`config.mk`:
```
export PLATFORM = sky130hd
export DESIGN_NAME = alu_seq_flat
export DESIGN_NICKNAME = d
export VERILOG_FILES = /design/src/rtl/alu_seq_pkg.sv /design/src/rtl/alu_seq_if.sv /design/src/rtl/alu_comb.sv /design/src/rtl/alu_seq.sv /design/src/flat_wrapper.sv
export SDC_FILE = /design/constraint.sdc
export NUM_CORES = 1
export LEC_CHECK = 0
export CAP_MARGIN = 20
export CORE_MARGIN = 2
export CORE_UTILIZATION = 63
export DETAILED_ROUTE_END_ITERATION = 7
export PLACE_DENSITY = 0.94
export SYNTH_ARGS = -nofsm -noshare
export SYNTH_HDL_FRONTEND = slang
export SYNTH_SLANG_ARGS = --single-unit
```
`constraint.sdc`:
```
create_clock -name clk -period 9.85 [get_ports clk]
set_input_delay 0.985 -clock clk [delete_from_list [all_inputs] [get_ports clk]]
set_output_delay 0.985 -clock clk [all_outputs]
set_load 0.02 [all_outputs]
```
`src/rtl/alu_seq_pkg.sv`:
```
`default_nettype none
//------------------------------------------------------------------------------
// Module  : alu_seq_pkg
// Purpose : Shared definitions for the sequential ALU: the full 16-entry CPU
//           opcode map, the flag-register bit indices and the FSM state type.
// Ports   : none (package)
// Revision: 1.0 - initial release
//------------------------------------------------------------------------------
package alu_seq_pkg;

    // Original eight opcodes of the 4-bit CPU ALU
    localparam logic [3:0] OP_AND   = 4'h0;
    localparam logic [3:0] OP_OR    = 4'h1;
    localparam logic [3:0] OP_XOR   = 4'h2;
    localparam logic [3:0] OP_NOT_A = 4'h3;
    localparam logic [3:0] OP_INC_A = 4'h4;
    localparam logic [3:0] OP_DEC_A = 4'h5;
    localparam logic [3:0] OP_SHL_A = 4'h6;
    localparam logic [3:0] OP_SHR_A = 4'h7;
    // Carry-chained arithmetic
    localparam logic [3:0] OP_ADD   = 4'h8;
    localparam logic [3:0] OP_SUB   = 4'h9;
    localparam logic [3:0] OP_ADC   = 4'hA;
    localparam logic [3:0] OP_SBC   = 4'hB;
    // Iterative multi-bit shifts; they occupy the whole 4'b11xx quadrant
    localparam logic [3:0] OP_SHL_N = 4'hC;
    localparam logic [3:0] OP_SHR_N = 4'hD;
    localparam logic [3:0] OP_ASR_N = 4'hE;
    localparam logic [3:0] OP_ROL_N = 4'hF;

    // Bit positions in the CPU flag register
    localparam int FLAG_Z    = 0;
    localparam int FLAG_C    = 1;
    localparam int FLAG_N    = 2;
    localparam int FLAG_V    = 3;
    localparam int NUM_FLAGS = 4;

    typedef enum logic [0:0] {
        ST_IDLE  = 1'b0,
        ST_SHIFT = 1'b1
    } state_t;

    // True for the opcodes that run through the one-bit-per-cycle shifter
    function automatic logic is_iter_op(input logic [3:0] op);
        return (op[3:2] == 2'b11);
    endfunction

endpackage
`default_nettype wire

```
`src/rtl/alu_seq_if.sv`:
```
`default_nettype none
//------------------------------------------------------------------------------
// Module  : alu_seq_if
// Purpose : Request/response bundle between the CPU core and alu_seq.
// Ports   : master drives start/opcode/a/b/shamt and observes ready, c,
//           zf/cf/nf/vf and done; slave is the ALU side.
// Revision: 1.0 - initial release
//------------------------------------------------------------------------------
interface alu_seq_if #(
    parameter int WIDTH = 8
);
    localparam int SHW = $clog2(WIDTH);

    logic             start;
    logic             ready;
    logic [3:0]       opcode;
    logic [WIDTH-1:0] a;
    logic [WIDTH-1:0] b;
    logic [SHW-1:0]   shamt;
    logic [WIDTH-1:0] c;
    logic             zf;
    logic             cf;
    logic             nf;
    logic             vf;
    logic             done;

    modport master (
        output start, opcode, a, b, shamt,
        input  ready, c, zf, cf, nf, vf, done
    );

    modport slave (
        input  start, opcode, a, b, shamt,
        output ready, c, zf, cf, nf, vf, done
    );

endinterface
`default_nettype wire

```
`src/rtl/alu_comb.sv`:
```
`default_nettype none
//------------------------------------------------------------------------------
// Module  : alu_comb
// Purpose : Combinational WIDTH-bit datapath. Computes every single-cycle
//           operation and, for the iterative opcodes, exactly one shift step
//           of operand a.
// Ports   : op   - operation code
//           a, b - operands (a is the work value for a shift step)
//           cin  - stored carry flag, consumed by ADC/SBC
//           res  - result
//           cout - carry / borrow / bit shifted or rotated out
//           vout - signed overflow (arithmetic ops only)
// Revision: 1.0 - initial release
//------------------------------------------------------------------------------
module alu_comb
    import alu_seq_pkg::*;
#(
    parameter int WIDTH = 8
) (
    input  wire logic [3:0]       op,
    input  wire logic [WIDTH-1:0] a,
    input  wire logic [WIDTH-1:0] b,
    input  wire logic             cin,
    output logic      [WIDTH-1:0] res,
    output logic                  cout,
    output logic                  vout
);

    localparam int MSB = WIDTH - 1;

    // One guard bit above the datapath catches carry out / borrow
    logic [WIDTH:0] w_sum;
    logic [WIDTH:0] w_ext_a;
    logic [WIDTH:0] w_ext_b;
    logic [WIDTH:0] w_ext_cin;
    logic [WIDTH:0] w_ext_one;

    assign w_ext_a   = {1'b0, a};
    assign w_ext_b   = {1'b0, b};
    assign w_ext_cin = {{WIDTH{1'b0}}, cin};
    assign w_ext_one = {{WIDTH{1'b0}}, 1'b1};

    always_comb begin
        w_sum = '0;
        res   = '0;
        cout  = 1'b0;
        vout  = 1'b0;
        case (op)
            OP_AND:   res = a & b;
            OP_OR:    res = a | b;
            OP_XOR:   res = a ^ b;
            OP_NOT_A: res = ~a;
            OP_INC_A: begin
                w_sum = w_ext_a + w_ext_one;
                res   = w_sum[MSB:0];
                cout  = w_sum[WIDTH];
                vout  = ~a[MSB] & res[MSB];
            end
            OP_DEC_A: begin
                // Borrow out of the guard bit is set exactly when a == 0
                w_sum = w_ext_a - w_ext_one;
                res   = w_sum[MSB:0];
                cout  = w_sum[WIDTH];
                vout  = a[MSB] & ~res[MSB];
            end
            OP_SHL_A: begin
                res  = {a[MSB-1:0], 1'b0};
                cout = a[MSB];
            end
            OP_SHR_A: begin
                res  = {1'b0, a[MSB:1]};
                cout = a[0];
            end
            OP_ADD, OP_ADC: begin
                w_sum = w_ext_a + w_ext_b + ((op == OP_ADC) ? w_ext_cin : '0);
                res   = w_sum[MSB:0];
                cout  = w_sum[WIDTH];
                vout  = (a[MSB] == b[MSB]) && (res[MSB] != a[MSB]);
            end
            OP_SUB, OP_SBC: begin
                w_sum = w_ext_a - w_ext_b - ((op == OP_SBC) ? w_ext_cin : '0);
                res   = w_sum[MSB:0];
                cout  = w_sum[WIDTH];
                vout  = (a[MSB] != b[MSB]) && (res[MSB] != a[MSB]);
            end
            // Single step of the iterative shifter
            OP_SHL_N: begin
                res  = {a[MSB-1:0], 1'b0};
                cout = a[MSB];
            end
            OP_SHR_N: begin
                res  = {1'b0, a[MSB:1]};
                cout = a[0];
            end
            OP_ASR_N: begin
                res  = {a[MSB], a[MSB:1]};
                cout = a[0];
            end
            OP_ROL_N: begin
                // The reported bit is the one that lands in the LSB
                res  = {a[MSB-1:0], a[MSB]};
                cout = a[MSB];
            end
            default: begin
                res  = '0;
                cout = 1'b0;
            end
        endcase
    end

endmodule
`default_nettype wire

```
`src/rtl/alu_seq.sv`:
```
`default_nettype none
//------------------------------------------------------------------------------
// Module  : alu_seq
// Purpose : Registered WIDTH-bit ALU with carry chaining through the stored
//           carry flag and an iterative one-bit-per-cycle shift/rotate unit.
//           Single-cycle ops complete on the accept edge; *_N ops with n > 1
//           continue in SHIFT for n-1 further edges.
// Ports   : clk   - system clock, rising edge
//           reset - asynchronous active-high reset
//           bus   - alu_seq_if slave: start/ready handshake, opcode, a, b,
//                   shamt in; c, zf, cf, nf, vf and done pulse out
// Revision: 1.0 - initial release
//------------------------------------------------------------------------------
module alu_seq
    import alu_seq_pkg::*;
#(
    parameter int WIDTH = 8
) (
    input  wire logic clk,
    input  wire logic reset,
    alu_seq_if.slave  bus
);

    localparam int SHW = $clog2(WIDTH);

    state_t               r_state;
    state_t               w_state_nxt;
    logic [3:0]           r_op;
    logic [3:0]           w_op_nxt;
    logic [WIDTH-1:0]     r_work;
    logic [WIDTH-1:0]     w_work_nxt;
    logic [SHW-1:0]       r_count;
    logic [SHW-1:0]       w_count_nxt;
    logic [WIDTH-1:0]     r_c;
    logic [WIDTH-1:0]     w_c_nxt;
    logic [NUM_FLAGS-1:0] r_flags;
    logic [NUM_FLAGS-1:0] w_flags_nxt;
    logic                 r_done;
    logic                 w_done_nxt;

    logic                 w_accept;
    logic [3:0]           w_alu_op;
    logic [WIDTH-1:0]     w_alu_a;
    logic [WIDTH-1:0]     w_alu_res;
    logic                 w_alu_cout;
    logic                 w_alu_vout;

    function automatic logic [NUM_FLAGS-1:0] mk_flags(
        input logic [WIDTH-1:0] res,
        input logic             carry,
        input logic             ovf
    );
        logic [NUM_FLAGS-1:0] f;
        f         = '0;
        f[FLAG_Z] = (res == '0);
        f[FLAG_C] = carry;
        f[FLAG_N] = res[WIDTH-1];
        f[FLAG_V] = ovf;
        return f;
    endfunction

    assign w_accept = bus.start && (r_state == ST_IDLE);

    // One datapath instance serves both the accept edge (fresh operands)
    // and every later shift step (stored op and work register).
    assign w_alu_op = (r_state == ST_SHIFT) ? r_op   : bus.opcode;
    assign w_alu_a  = (r_state == ST_SHIFT) ? r_work : bus.a;

    alu_comb #(
        .WIDTH (WIDTH)
    ) u_alu_comb (
        .op   (w_alu_op),
        .a    (w_alu_a),
        .b    (bus.b),
        .cin  (r_flags[FLAG_C]),
        .res  (w_alu_res),
        .cout (w_alu_cout),
        .vout (w_alu_vout)
    );

    always_ff @(posedge clk or posedge reset) begin
        if (reset) begin
            r_state <= ST_IDLE;
            r_op    <= '0;
            r_work  <= '0;
            r_count <= '0;
            r_c     <= '0;
            r_flags <= '0;
            r_done  <= 1'b0;
        end else begin
            r_state <= w_state_nxt;
            r_op    <= w_op_nxt;
            r_work  <= w_work_nxt;
            r_count <= w_count_nxt;
            r_c     <= w_c_nxt;
            r_flags <= w_flags_nxt;
            r_done  <= w_done_nxt;
        end
    end

    always_comb begin
        w_state_nxt = r_state;
        w_op_nxt    = r_op;
        w_work_nxt  = r_work;
        w_count_nxt = r_count;
        w_c_nxt     = r_c;
        w_flags_nxt = r_flags;
        w_done_nxt  = 1'b0;

        case (r_state)
            ST_IDLE: begin
                if (w_accept) begin
                    if (is_iter_op(bus.opcode) && (bus.shamt == '0)) begin
                        // Zero-length shift passes a straight through
                        w_c_nxt     = bus.a;
                        w_flags_nxt = mk_flags(bus.a, 1'b0, 1'b0);
                        w_done_nxt  = 1'b1;
                    end else if (is_iter_op(bus.opcode) &&
                                 (bus.shamt != SHW'(1))) begin
                        // Step 1 happens now; n-1 steps remain
                        w_work_nxt  = w_alu_res;
                        w_count_nxt = bus.shamt - SHW'(1);
                        w_op_nxt    = bus.opcode;
                        w_state_nxt = ST_SHIFT;
                    end else begin
                        w_c_nxt     = w_alu_res;
                        w_flags_nxt = mk_flags(w_alu_res, w_alu_cout, w_alu_vout);
                        w_done_nxt  = 1'b1;
                    end
                end
            end
            ST_SHIFT: begin
                w_work_nxt  = w_alu_res;
                w_count_nxt = r_count - SHW'(1);
                if (r_count == SHW'(1)) begin
                    w_c_nxt     = w_alu_res;
                    w_flags_nxt = mk_flags(w_alu_res, w_alu_cout, w_alu_vout);
                    w_done_nxt  = 1'b1;
                    w_state_nxt = ST_IDLE;
                end
            end
            default: w_state_nxt = ST_IDLE;
        endcase
    end

    assign bus.ready = (r_state == ST_IDLE);
    assign bus.c     = r_c;
    assign bus.zf    = r_flags[FLAG_Z];
    assign bus.cf    = r_flags[FLAG_C];
    assign bus.nf    = r_flags[FLAG_N];
    assign bus.vf    = r_flags[FLAG_V];
    assign bus.done  = r_done;

endmodule
`default_nettype wire

```
`src/flat_wrapper.sv`:
```
// flat-port wrapper written by rule: the top's interface ports become plain ports
module alu_seq_flat import alu_seq_pkg::*;
#(
    parameter int WIDTH = 8
)
  (clk, reset, bus_start, bus_opcode, bus_a, bus_b, bus_shamt, bus_ready, bus_c, bus_zf, bus_cf, bus_nf, bus_vf, bus_done);
  alu_seq_if #(.WIDTH(WIDTH)) bus_i ();
  input  wire logic clk;
  input  wire logic reset;
  input wire logic [$bits(bus_i.start)-1:0] bus_start;
  input wire logic [$bits(bus_i.opcode)-1:0] bus_opcode;
  input wire logic [$bits(bus_i.a)-1:0] bus_a;
  input wire logic [$bits(bus_i.b)-1:0] bus_b;
  input wire logic [$bits(bus_i.shamt)-1:0] bus_shamt;
  output wire logic [$bits(bus_i.ready)-1:0] bus_ready;
  output wire logic [$bits(bus_i.c)-1:0] bus_c;
  output wire logic [$bits(bus_i.zf)-1:0] bus_zf;
  output wire logic [$bits(bus_i.cf)-1:0] bus_cf;
  output wire logic [$bits(bus_i.nf)-1:0] bus_nf;
  output wire logic [$bits(bus_i.vf)-1:0] bus_vf;
  output wire logic [$bits(bus_i.done)-1:0] bus_done;
  assign bus_i.start = bus_start;
  assign bus_i.opcode = bus_opcode;
  assign bus_i.a = bus_a;
  assign bus_i.b = bus_b;
  assign bus_i.shamt = bus_shamt;
  assign bus_ready = bus_i.ready;
  assign bus_c = bus_i.c;
  assign bus_zf = bus_i.zf;
  assign bus_cf = bus_i.cf;
  assign bus_nf = bus_i.nf;
  assign bus_vf = bus_i.vf;
  assign bus_done = bus_i.done;
  alu_seq #(.WIDTH(WIDTH)) u_core (.clk(clk), .reset(reset), .bus(bus_i));
endmodule
```
Word level (Yosys, flattened, before mapping)
Cells that the tools add are included.
{"block": "classes", "add_sub_neg": 8, "eq_ne": 27, "muxes": 35, "bitwise": 10, "reduce_logical": 18}
{"op": "8-bit case mux with 12 select lines", "count": 1}
{"op": "8-bit two-way mux", "count": 8}
{"op": "4-bit equality test (second input constant)", "count": 8}
{"op": "8-bit case mux with 2 select lines", "count": 2}
{"op": "4-bit two-way mux", "count": 5}
{"op": "4-bit by 3-bit equality test with 1-bit output (second input constant)", "count": 4}
{"op": "8-bit zero test", "count": 2}
{"op": "1-bit two-way mux", "count": 10}
{"op": "8-bit by 1-bit adder with 9-bit output (second input constant)", "count": 1}
{"op": "8-bit by 8-bit adder with 9-bit output", "count": 1}
{"op": "9-bit by 1-bit adder with 9-bit output", "count": 1}
{"op": "3-bit two-way mux", "count": 3}
{"op": "8-bit by 1-bit subtractor with 9-bit output (second input constant)", "count": 1}
{"op": "8-bit by 8-bit subtractor with 9-bit output", "count": 1}
{"op": "9-bit by 1-bit subtractor with 9-bit output", "count": 1}
{"op": "8-bit bitwise AND", "count": 1}
{"op": "4-bit by 2-bit equality test with 1-bit output (second input constant)", "count": 2}
{"op": "8-bit inverter", "count": 1}
{"op": "8-bit OR", "count": 1}
{"op": "4-bit case mux with 2 select lines", "count": 1}
{"op": "2-bit OR reduction", "count": 4}
{"op": "8-bit XOR", "count": 1}
{"op": "1-bit case mux with 6 select lines", "count": 1}
{"op": "3-bit case mux with 2 select lines", "count": 1}
{"op": "other kinds (20)", "count": 36}
{"block": "totals", "ff_bits": 29, "in_bits": 26, "elab_cells": 105}

Longest topological paths before layout
Gate-level depths: netlist of run 1.
{"block": "logic_depth", "word_depth": 11, "mapped_depth": 17, "mapped_depth_nobuf": 14}

Cells and area by module
From an unflattened synthesis of run 1, not the netlist that was laid out.
{"block": "unflattened", "cells_unflattened": 410, "area_unflattened_um2": 3657.3}
{"module": "alu_comb", "instances": 1, "cells_per_inst": 292, "area_each_um2": 2062.0}
{"module": "alu_seq", "instances": 1, "cells_per_inst": 118, "area_each_um2": 1595.3}

Worst setup path before layout of run 1
Ideal clock, no wire load.
{"block": "synth_path", "kind": "input-to-reg", "startpoint": "input port bus_opcode[0]", "endpoint": "register u_core.r_work[5]", "arrival_ns": 3.907, "required_time_ns": 9.725, "setup_slack_ns": 5.819, "path_stages": 13, "path_buffers": 3, "path_cell_list": "buf_2 > mux2_1 > buf_2 > clkbuf_1 > nand4_1 > fa_1 > ha_1 > a2111oi_2 > o21bai_1 > xnor2_1 > o22ai_1 > o32a_1 > mux2_2"}
{"block": "synth_between", "elab_chain_cells": 9, "word_cells_on_any_way": 30, "cone_classes": "add/sub (2); eq/ne (15); mux (8); reduce/logical (5)"}
{"item": "from (decl)", "line": "flat_wrapper.sv:11", "text": "input wire logic [$bits(bus_i.opcode)-1:0] bus_opcode;"}
{"item": "4-bit two-way mux *", "line": "alu_seq.sv:66", "text": "assign w_alu_op = (r_state == ST_SHIFT) ? r_op : bus.opcode;"}
{"item": "4-bit equality test, on equally long branches", "line": "alu_comb.sv:48, alu_comb.sv:81, alu_comb.sv:75"}
{"item": "1-bit two-way mux, on equally long branches", "line": "alu_comb.sv:81, alu_comb.sv:75"}
{"item": "9-bit by 1-bit subtractor with 9-bit output / 9-bit by 1-bit adder with 9-bit output (equally long branches)", "line": "alu_comb.sv:81, alu_comb.sv:75"}
{"item": "8-bit case mux with 12 select lines *", "line": "alu_comb.sv:48", "text": "case (op)"}
{"item": "8-bit two-way mux", "line": "alu_seq.sv:118", "text": "end else if (is_iter_op(bus.opcode) &&"}
{"item": "8-bit two-way mux", "line": "alu_seq.sv:113", "text": "if (is_iter_op(bus.opcode) && (bus.shamt == '0)) begin"}
{"item": "8-bit two-way mux", "line": "alu_seq.sv:112", "text": "if (w_accept) begin"}
{"item": "8-bit case mux with 2 select lines *", "line": "alu_seq.sv:110", "text": "case (r_state)"}
{"item": "to (signal assigned)", "line": "alu_seq.sv:93", "text": "r_work <= w_work_nxt;"}
{"item": "to (decl)", "line": "alu_seq.sv:30", "text": "logic [WIDTH-1:0] r_work;"}
Every way passes the cells marked *; elsewhere a longest branch is shown, timed or not. The select of a mux whose other input is x is not followed.
A chain may end at the register's enable or synchronous reset.

Final worst setup path of run 1
{"block": "layout_path", "startpoint": "input port bus_opcode[2]", "endpoint": "register u_core.r_flags[0]"}
{"block": "layout_between", "elab_chain_cells": 10, "word_cells_on_any_way": 37, "cone_classes": "add/sub (2); eq/ne (17); mux (9); reduce/logical (9)"}
{"item": "4-bit two-way mux", "line": "alu_seq.sv:66"}
{"item": "4-bit equality test, on equally long branches", "line": "alu_comb.sv:48, alu_comb.sv:81, alu_comb.sv:75"}
{"item": "1-bit two-way mux, on equally long branches", "line": "alu_comb.sv:81, alu_comb.sv:75"}
{"item": "9-bit by 1-bit subtractor with 9-bit output / 9-bit by 1-bit adder with 9-bit output (equally long branches)", "line": "alu_comb.sv:81, alu_comb.sv:75"}
{"item": "8-bit case mux with 12 select lines", "line": "alu_comb.sv:48"}
{"item": "8-bit zero test", "line": "alu_seq.sv:55", "text": "f[FLAG_Z] = (res == '0);"}
{"item": "4-bit two-way mux", "line": "alu_seq.sv:118"}
{"item": "4-bit two-way mux", "line": "alu_seq.sv:113"}
{"item": "4-bit two-way mux", "line": "alu_seq.sv:112"}
{"item": "4-bit case mux with 2 select lines", "line": "alu_seq.sv:110"}
{"item": "to (signal assigned)", "line": "alu_seq.sv:96", "text": "r_flags <= w_flags_nxt;"}
{"item": "to (decl)", "line": "alu_seq.sv:36", "text": "logic [NUM_FLAGS-1:0] r_flags;"}
Several ways; a longest one is shown, not always the timed one. The select of a mux whose other input is x is not followed.

==> results of run 1 <==
cell families (layout without fill, tap and decap cells):
group                    Yosys count  count (layout)  synth area share [%]
multiplexers                      33              33                  10.8
buffers and inverters             59              84                  7.48
AND/OR/NAND/NOR                  132             132                  18.2
flip-flops                        28              28                  18.0
adder cells (fa/ha/maj)           41              41                  13.9
AO/OA/AOI/OAI                    140             140                  27.3
XOR/XNOR                          19              19                  4.27
cells in the final DEF, fill, tap and decap left out, types with 4 or more instances in the layout:
cell             count
mux2i_4              5
nor3_1              11
o32a_1               5
xnor2_1             11
mux2i_1             14
nand2b_1             9
a21o_1               5
xor2_1               8
clkbuf_8             4
nand4_1              4
nor2_1              28
nor4_1               4
nand3_1             11
o2111ai_1            4
buf_4                4
mux2_2               9
a221oi_1             5
a21oi_1             29
o21ai_1              5
clkdlybuf4s50_1     39
o221ai_1             5
a221o_1              5
o211ai_1             7
o32ai_1              4
ha_1                37
inv_2                7
nand2_1             34
dfrtp_1             27
nor3b_1              4
inv_1               28
o21ai_0             19
o22ai_1              4
fa_1                 4
worst paths after layout:
path                                                  start                       endpoint  slack, ns  cells past startpoint
worst max-delay path                          bus_opcode[2]  u_core.r_flags[0]$_DFFE_PP0P_       4.86                     12
min in group asynchronous                             reset  u_core.r_count[2]$_DFFE_PP0P_       0.94                      2
max in group asynchronous                             reset       u_core.r_state$_DFF_PP0_       8.49                      3
worst min register to register  u_core.bus.c[0]$_DFFE_PP0P_    u_core.bus.c[0]$_DFFE_PP0P_       0.49                      2
worst max register to register     u_core.r_state$_DFF_PP0_  u_core.r_flags[0]$_DFFE_PP0P_       5.52                     11
worst min-delay path            u_core.bus.c[0]$_DFFE_PP0P_    u_core.bus.c[0]$_DFFE_PP0P_       0.49                      2
power groups by stage:
stage | Sequential [mW] | Combinational [mW] | Clock [mW]
2_1_floorplan | 0.241 | 0.930 | 0
3_5_place_dp | 0.233 | 1.25 | 0
5_1_grt | 0.239 | 1.39 | 0.0782
4_1_cts | 0.231 | 1.25 | 0.0736
6_report | 0.236 | 1.30 | 0.0748
3_3_place_gp | 0.229 | 1.22 | 0
worst max-delay path, cell delays in order:
cell and delay, ns:
clkdlybuf4s50_1 0.57, nand2b_1 0.26, o32ai_1 0.91, nand3_1 0.21
fa_1 0.45, o21ai_0 0.30, xor2_1 0.13, a221o_1 0.37
o32a_1 0.35, nor3_1 0.28, nand4b_1 0.18, o31ai_2 0.19
Yosys cell counts (3+ instances only):
cell type,instances
a32oi_1,3
fa_1,4
o21bai_1,3
dfrtp_1,28
a31oi_1,3
nand4_1,4
o221ai_1,5
nor3b_1,4
ha_1,37
nand2_1,34
buf_6,4
clkbuf_1,4
xnor2_1,11
o32a_1,5
o32ai_1,4
a21oi_1,29
o22ai_1,4
or2_2,3
xor2_1,8
mux2_2,9
a21o_1,5
nand3_1,11
o211ai_1,7
a211oi_1,3
nor4_1,4
buf_2,11
o2111ai_1,4
nor3_1,11
a221oi_1,5
inv_2,7
nand3b_1,3
o21ai_0,19
inv_1,28
mux2i_1,14
a22o_1,3
mux2i_4,5
nor2_1,28
nand2b_1,9
o21ai_1,5
a221o_1,5
layer usage:
layer  share of wire (%)  up-vias  GRT usage (%)
met3                  11       45           8.26
met4                 2.8        0           10.3
met2                  48      286           60.6
met5                   0        -              0
met1                  39     1858           49.3
li1                    -     1750              -
area by class of cell:
type	count	area share (%)
Multi-Input combinational cell	365	67.0
Sequential cell	28	16.1
Timing Repair Buffer	44	10.3
Inverter	36	3.16
Tap cell	75	2.16
Clock buffer	4	1.27
state kept, by name, indices dropped and copies added (netlist names):
register and count:
u_core.bus.done 1, u_core.r_op 4, u_core.r_state 1, u_core.r_work 8, u_core.r_count 3, u_core.r_flags 4
u_core.bus.c 7
metrics by stage:
| stage | worst slack [ns] | utilization, % |
|---|---|---|
| final | 4.86 | 73.0 |
| after global routing | 4.78 | 73.0 |
| after CTS | 4.99 | 72.6 |
| after detailed placement | 4.71 | 71.6 |
| after global placement | 4.81 | 71.6 |
| after floorplan | 5.82 | - |
==> metrics.txt, run 1 <==
CTS tree built; Via Count about 3,900; WP data arrival 5.19 ns; synthesized cell area 3900 um^2; GRT Residual Overflow 0; Leak 1.78 nW; worst IR drop on VDD 0.278 mV; fin crit period about 5.0 ns; core footprint 5960 um^2; WL/cell 23.1 um; yosys warns 0; Synth top area share between 10% and 20%; routed vias/inst 7.14; Comb pwr share roughly four fifths; post_cts resized 0; critical path startpoint category primary input; post-synth cell types 88; Final ANT Viol Nets 0; Post-CTS Setup Repair Bufs 0; initial antenna violation count 0; Total Power 1.61 mW; top cell type by total area after synthesis dfrtp_1; CTS sink count 28; Max Clk Rate 201 MHz; sequential standard cell area between 700 and 800 um^2; fin cells 552; number of global-route vias before repair 3,608; routability cong. 1.00; number of synthesized flops with an enable pin 0; sw power 0.885 mW; later-pin clock latency in the skew report between 0.2 and 0.3 ns; Cell Pwr Density 370 nW/um^2; critical path class in -> reg; ant diodes 0; dpl hpwl 9460 um; IO Count 40; RSZ-0062 raised after global routing false; Num CTS Buffers 3; share of total power in the clock network 4.6%; Final #Nets 545; Area Overhead vs Synth 11.6%; first-pass GRT wire length 18,900 um; largest net degree at the start of global routing 52; root buf cell clkbuf_8; Max-Cap Viols 0; syn_area_per_cell 8.63 um^2; outcome finished, final reports clean; Post-route DRC 0; Synth Instances 452; Post-Syn Nets 519; max_slew headroom 26.3%; Flop pwr share 14.7%; I/O Buffers 39; Setup crit end kind register; Finished Cell Area 4350 um^2; drt pass-1 iters 5; cell internal pwr 0.724 mW; Hold WC Path Type reg -> reg; setup violators final 0; Worst-Margin Slew ~1.1 ns; Final period util 50.6%; Final Max Slew Viols 0; Detailed Route WL 12,700 um; starting density of the core about two thirds; Final TNS setup 0 ns; synth top area cells dfrtp_1 (18%), ha_1 (12%), a21oi_1 (3.7%); gr usage total 37.1%; dpl cells 547; drt initial violations 525; Final Hold Vio Count 0; CTS Hold Bufs 0; CTS clk-pin slew, worst paths 0.10 ns; layout cell share with drive strength beyond 1 11.9%; Clock Tree Buf Depth 2; die area 6830 um^2; area occupied by multi-input gates 2910 um^2; die height slightly above 80 um; Synth Register Bits 28; async set-or-reset flop fraction in the synthesized netlist 100%; Die Wd 82.7 um; sequential fraction of the synthesis area between 15 and 20%; H-tree lvl count 1; Fillers 485; placed cell areas 4270 um^2; most used flip-flop cell after synthesis dfrtp_1; switching share of power a little over half; worst-path maximum fanout 8; num rows 28; WHS 0.489 ns; clock skew 0.00313 ns; worst path required time 10.05 ns
Power figures use the tool's default switching activity.
==> inputs of run 2 (changes only) <==
CORE_UTILIZATION = 59   (was 63)
PLACE_DENSITY = 0.89   (was 0.94)
clock period = 4.9 ns   (was 9.85 ns; I/O delays follow)
==> run 2 against run 1 <==
  * Utilization fell by 4.5 points
  * Design area rose by 0.58%
  * Sequential power rose by 120%
==> metrics.txt, run 2 (same netlist as run 1, synthesis figures left out) <==
Max Clk Rate 243 MHz; min-delay src u_core.bus.c[0]$_DFFE_PP0P_; routability cong. ~1.0; number of global-route vias before repair 3,733; CTS tree built; fin crit period 4.11 ns; post_cts resized 0; Final Max Slew Viols 0; critical path class reg -> reg; WP data arrival 4.30 ns; CTS clk-pin slew, worst paths 0.10 ns; Num CTS Buffers 3; Hold WC Path Type reg -> reg; area occupied by multi-input gates roughly 3000 um^2; critical path startpoint category register; RR Startpoint u_core.r_state$_DFF_PP0_; core footprint 6390 um^2; Post-route DRC 0; Area Overhead vs Synth 12.2%; Via Count 3,942; Detailed Route WL ~12,000 um; placed cell areas roughly 4300 um^2; num rows 29; Worst-Margin Slew 0.963 ns; Fillers 532; first-pass GRT wire length 19,300 um; Max-Cap Viols 0; outcome finished, final reports clean; commonest cells after routing, fill and taps aside clkdlybuf4s50_1 (39), ha_1 (37), nand2_1 (34), a21oi_1 (29); die height 85.3 um; most common cell after layout, fill and taps aside clkdlybuf4s50_1; Post-CTS Setup Repair Bufs 0; I/O Buffers 39; initial antenna violation count 0; RR Endpoint u_core.r_work[5]$_DFFE_PP0P_; Die Wd 85.3 um; Final ANT Viol Nets 0; largest net degree at the start of global routing 44; WHS 0.488 ns; H-tree lvl count 1; dpl hpwl 9270 um; fin cells 557; WL/cell roughly 22 um; CTS sink count 28; drt pass-1 iters 7; Setup crit end kind register; clock skew 0.00544 ns; setup violators final 0; gr usage total 33.3%; IO Count 40; max_slew headroom 35.4%; Final period util about 84%; CTS Hold Bufs 0; Min-Delay Endpoint u_core.bus.c[0]$_DFFE_PP0P_; Final TNS setup 0 ns; root buf cell clkbuf_8; Final #Nets 548; routed vias/inst 7.08; worst IR drop on VDD between 0.4 and 0.5 mV; Leak 1.79 nW; Worst Reg-to-Reg Cells 10; number of flip-flops under the largest register name 8; Finished Cell Area 4370 um^2; Final Hold Vio Count 0; starting density of the core 61.1%; Cell Pwr Density 735 nW/um^2; later-pin clock latency in the skew report 0.29 ns; drt initial violations 549; Top reg by flops u_core.r_work; Clock Tree Buf Depth 2; worst path required time 5.08 ns; RSZ-0062 raised after global routing false; r2r setup slk 0.79 ns; die area 7270 um^2; sequential standard cell area 702 um^2; GRT Residual Overflow 0; layout cell share with drive strength beyond 1 12.5%; dpl cells 552; worst-path maximum fanout between 40 and 50; ant diodes 0; hold depth 2
[run 2: cell types whose count changed in the layout (fill, tap and decap cells not counted), sizes merged]
| cell | change |
|---|---|
| buf | +3 |
[run 2: final cells by class]
class	instances	area share, %
Tap cell	77	2.20
Inverter	36	3.15
Sequential cell	28	16.0
Multi-Input combinational cell	365	66.6
Clock buffer	4	1.26
Timing Repair Buffer	47	10.8
[run 2: through the flow]
step	util [%]	setup WS (ns)	total power, mW
floorplan	-	1.36	2.35
global placement	67.2	0.866	2.93
detailed placement	67.2	0.701	2.98
CTS	68.1	0.839	3.14
global route	68.5	0.588	3.42
finish	68.5	0.787	3.22
[run 2: critical path, stage by stage (launching register included)]
cell	delay [ns]
dfrtp_2	0.93
mux2i_4	0.54
inv_2	0.19
fa_1	0.45
ha_1	0.34
a2111oi_2	0.40
o21bai_1	0.16
xnor2_1	0.25
o22ai_1	0.12
o32a_1	0.35
mux2_2	0.27
[run 2: metal layers]
layer,share of wire (%),global-route usage (%),vias to the layer above
met5,0,0,-
met4,3.4,11.7,0
met3,9.3,3.70,48
met2,46,53.5,242
met1,41,46.6,1893
li1,-,-,1759
[run 2: report_power, final]
group	leakage (nW)	switching, mW	internal (mW)	total [mW]
logic	1.43	1.49	1.05	2.54
registers	0.331	0.174	0.348	0.522
clock network	0.0288	0.0794	0.0723	0.152
total	1.79	1.75	1.47	3.22
[run 2: how the worst max path moves through the flow]
| stage | end | startpoint | slack (ns) |
|---|---|---|---|
| 2_1_floorplan | u_core.r_work[5]$_DFFE_PP0P_ | bus_opcode[0] | 1.36 |
| 3_3_place_gp | u_core.r_work[5]$_DFFE_PP0P_ | bus_opcode[2] | 0.87 |
| 3_5_place_dp | u_core.r_work[5]$_DFFE_PP0P_ | bus_opcode[2] | 0.70 |
| 4_1_cts | u_core.r_work[5]$_DFFE_PP0P_ | u_core.r_state$_DFF_PP0_ | 0.84 |
| 5_1_grt | u_core.bus.c[5]$_DFFE_PP0P_ | u_core.r_state$_DFF_PP0_ | 0.59 |
| 6_report | u_core.r_work[5]$_DFFE_PP0P_ | u_core.r_state$_DFF_PP0_ | 0.79 |
==> inputs of run 3 (changes only) <==
clock period = 3.8 ns   (was 4.9 ns; I/O delays follow)
==> run 3 against run 2 <==
  * Setup slack worse by 0.62 ns
  * Sequential cell count unchanged
  * Cell count up 3.6%
  * Highest routed layer unchanged
  * Critical path type unchanged
  * Fmax up 13%
  * Critical path depth up 2
  * Design area up 3.9%
==> metrics.txt, run 3 (same netlist as run 1, synthesis figures left out) <==
outcome finished, final reports clean; worst path required time ~4.0 ns; routed vias/inst 7.05; gr usage total between 30% and 40%; num rows 29; Num CTS Buffers 3; WHS 0.436 ns; sw power 2.28 mW; Comb pwr share 79.5%; drt initial violations 427; Worst-Margin Slew 0.982 ns; Cell Pwr Density 950 nW/um^2; area occupied by multi-input gates 2910 um^2; critical path class reg -> reg; CTS clk-pin slew, worst paths 0.10 ns; Flop pwr share 15.0%; GRT Residual Overflow 0; Die Wd ~85 um; setup violators final 0; Final Max Slew Viols 0; later-pin clock latency in the skew report 0.28 ns; worst-path maximum fanout 21; I/O Buffers 39; sequential standard cell area between 700 and 800 um^2; largest net degree at the start of global routing 29; Final Hold Vio Count 0; Max-Cap Viols 0; initial antenna violation count 0; fin crit period about 3.6 ns; root buf cell clkbuf_8; CTS sink count 28; Fillers 488; drt pass-1 iters 6; dpl cells 572; critical path startpoint category register; Final #Nets ~570; first-pass GRT wire length 19,400 um; end-of-flow core utilization 71.1%; die height 85.3 um; share of total power in the clock network 5.5%; WP data arrival between 3 and 4 ns; most common cell after layout, fill and taps aside clkdlybuf4s50_1; Clock Tree Buf Depth 2; worst IR drop on VDD 0.629 mV; number of flip-flops under the largest register name 8; cell internal pwr 2.04 mW; switching share of power a little over half; commonest cells after routing, fill and taps aside clkdlybuf4s50_1 (39), ha_1 (37), nand2_1 (34), a21oi_1 (29); Setup crit end kind register; core footprint 6390 um^2; placed cell areas 4440 um^2; IO Count 40; dpl hpwl 9470 um; Hold WC Path Type in -> async; H-tree lvl count 1; layout cell share with drive strength beyond 1 16.0%; max_slew headroom between 30% and 40%; Area Overhead vs Synth 16.5%; Top reg by flops u_core.r_work; Via Count 4,069; Detailed Route WL 12,400 um; RSZ-0062 raised after global routing false; Post-CTS Setup Repair Bufs 0; die area 7270 um^2; Final TNS setup 0 ns; starting density of the core 61.1%; ant diodes 0; Final period util 95.6%; clock skew 0.00331 ns; CTS tree built; number of global-route vias before repair 3,867; fin cells around 580; Final ANT Viol Nets 0; Finished Cell Area between 4000 and 5000 um^2; routability cong. slightly above 1; Leak 1.90 nW; Post-route DRC 0; WL/cell 21.5 um; Max Clk Rate 275 MHz
run 3: cell count changes in the layout (fill, tap and decap cells not counted):
| cell | previous run | this run |
|---|---|---|
| buf_4 | 7 | 27 |
| bufinv_16 | 0 | 1 |
| clkbuf_8 | 4 | 3 |
| dfrtp_2 | 1 | 0 |
| dfrtp_4 | 0 | 1 |
run 3: area by class of cell:
class,count,area share [%]
multi-input cells,365,64.1
flip-flops and latches,28,15.5
repair buffers,67,13.7
inverters,36,3.03
well taps,77,2.12
clock buffers,3,0.909
clock inverters,1,0.661
run 3: power groups by stage:
stage	clock [mW]	combinational, mW	sequential (mW)
global placement	0	3.25	0.627
finish	0.238	3.43	0.646
global route	0.249	3.65	0.663
detailed placement	0	3.32	0.642
CTS	0.241	3.34	0.638
floorplan	0	2.41	0.624
run 3: path summary, 6_finish.rpt:
check,startpoint,endpoint,slack [ns],cells past startpoint
min reg2reg,u_core.bus.c[4]$_DFFE_PP0P_,u_core.bus.c[4]$_DFFE_PP0P_,0.50,1
min in group clk,u_core.bus.c[4]$_DFFE_PP0P_,u_core.bus.c[4]$_DFFE_PP0P_,0.50,1
max in group asynchronous,reset,u_core.r_work[2]$_DFFE_PP0P_,2.91,3
max,u_core.r_state$_DFF_PP0_,u_core.r_flags[0]$_DFFE_PP0P_,0.17,12
max reg2reg,u_core.r_state$_DFF_PP0_,u_core.r_flags[0]$_DFFE_PP0P_,0.17,12
min,reset,u_core.r_state$_DFF_PP0_,0.44,2
run 3: critical path: stages (launching register included):
cell and delay, ns:
dfrtp_4 0.61, buf_4 0.32, mux2_4 0.42, inv_1 0.21, ha_1 0.30, nand2_1 0.08, o21ai_0 0.10, xor2_1 0.16
a221o_1 0.36, o32a_1 0.34, nor3_1 0.26, nand4b_1 0.17, o31ai_2 0.20
run 3: repair_timing:
action | CTS | global route
hold buffers | 0 | 0
resized for setup | 0 | 1
endpoints found under the setup margin | 0 | 3
run 3: stage by stage:
stage,total power [mW],setup WS [ns]
after floorplan,3.03,0.374
after global placement,3.87,0.184
after detailed placement,3.96,0.0319
after CTS,4.22,0.132
after global routing,4.56,0.0551
final,4.31,0.168
run 3: routing by layer:
| layer | global-route usage (%) | part of all wire [%] |
|---|---|---|
| met5 | 0 | 0 |
| met4 | 14.6 | 4.9 |
| met3 | 4.77 | 8.8 |
| met2 | 54.1 | 46 |
| met1 | 44.4 | 40 |
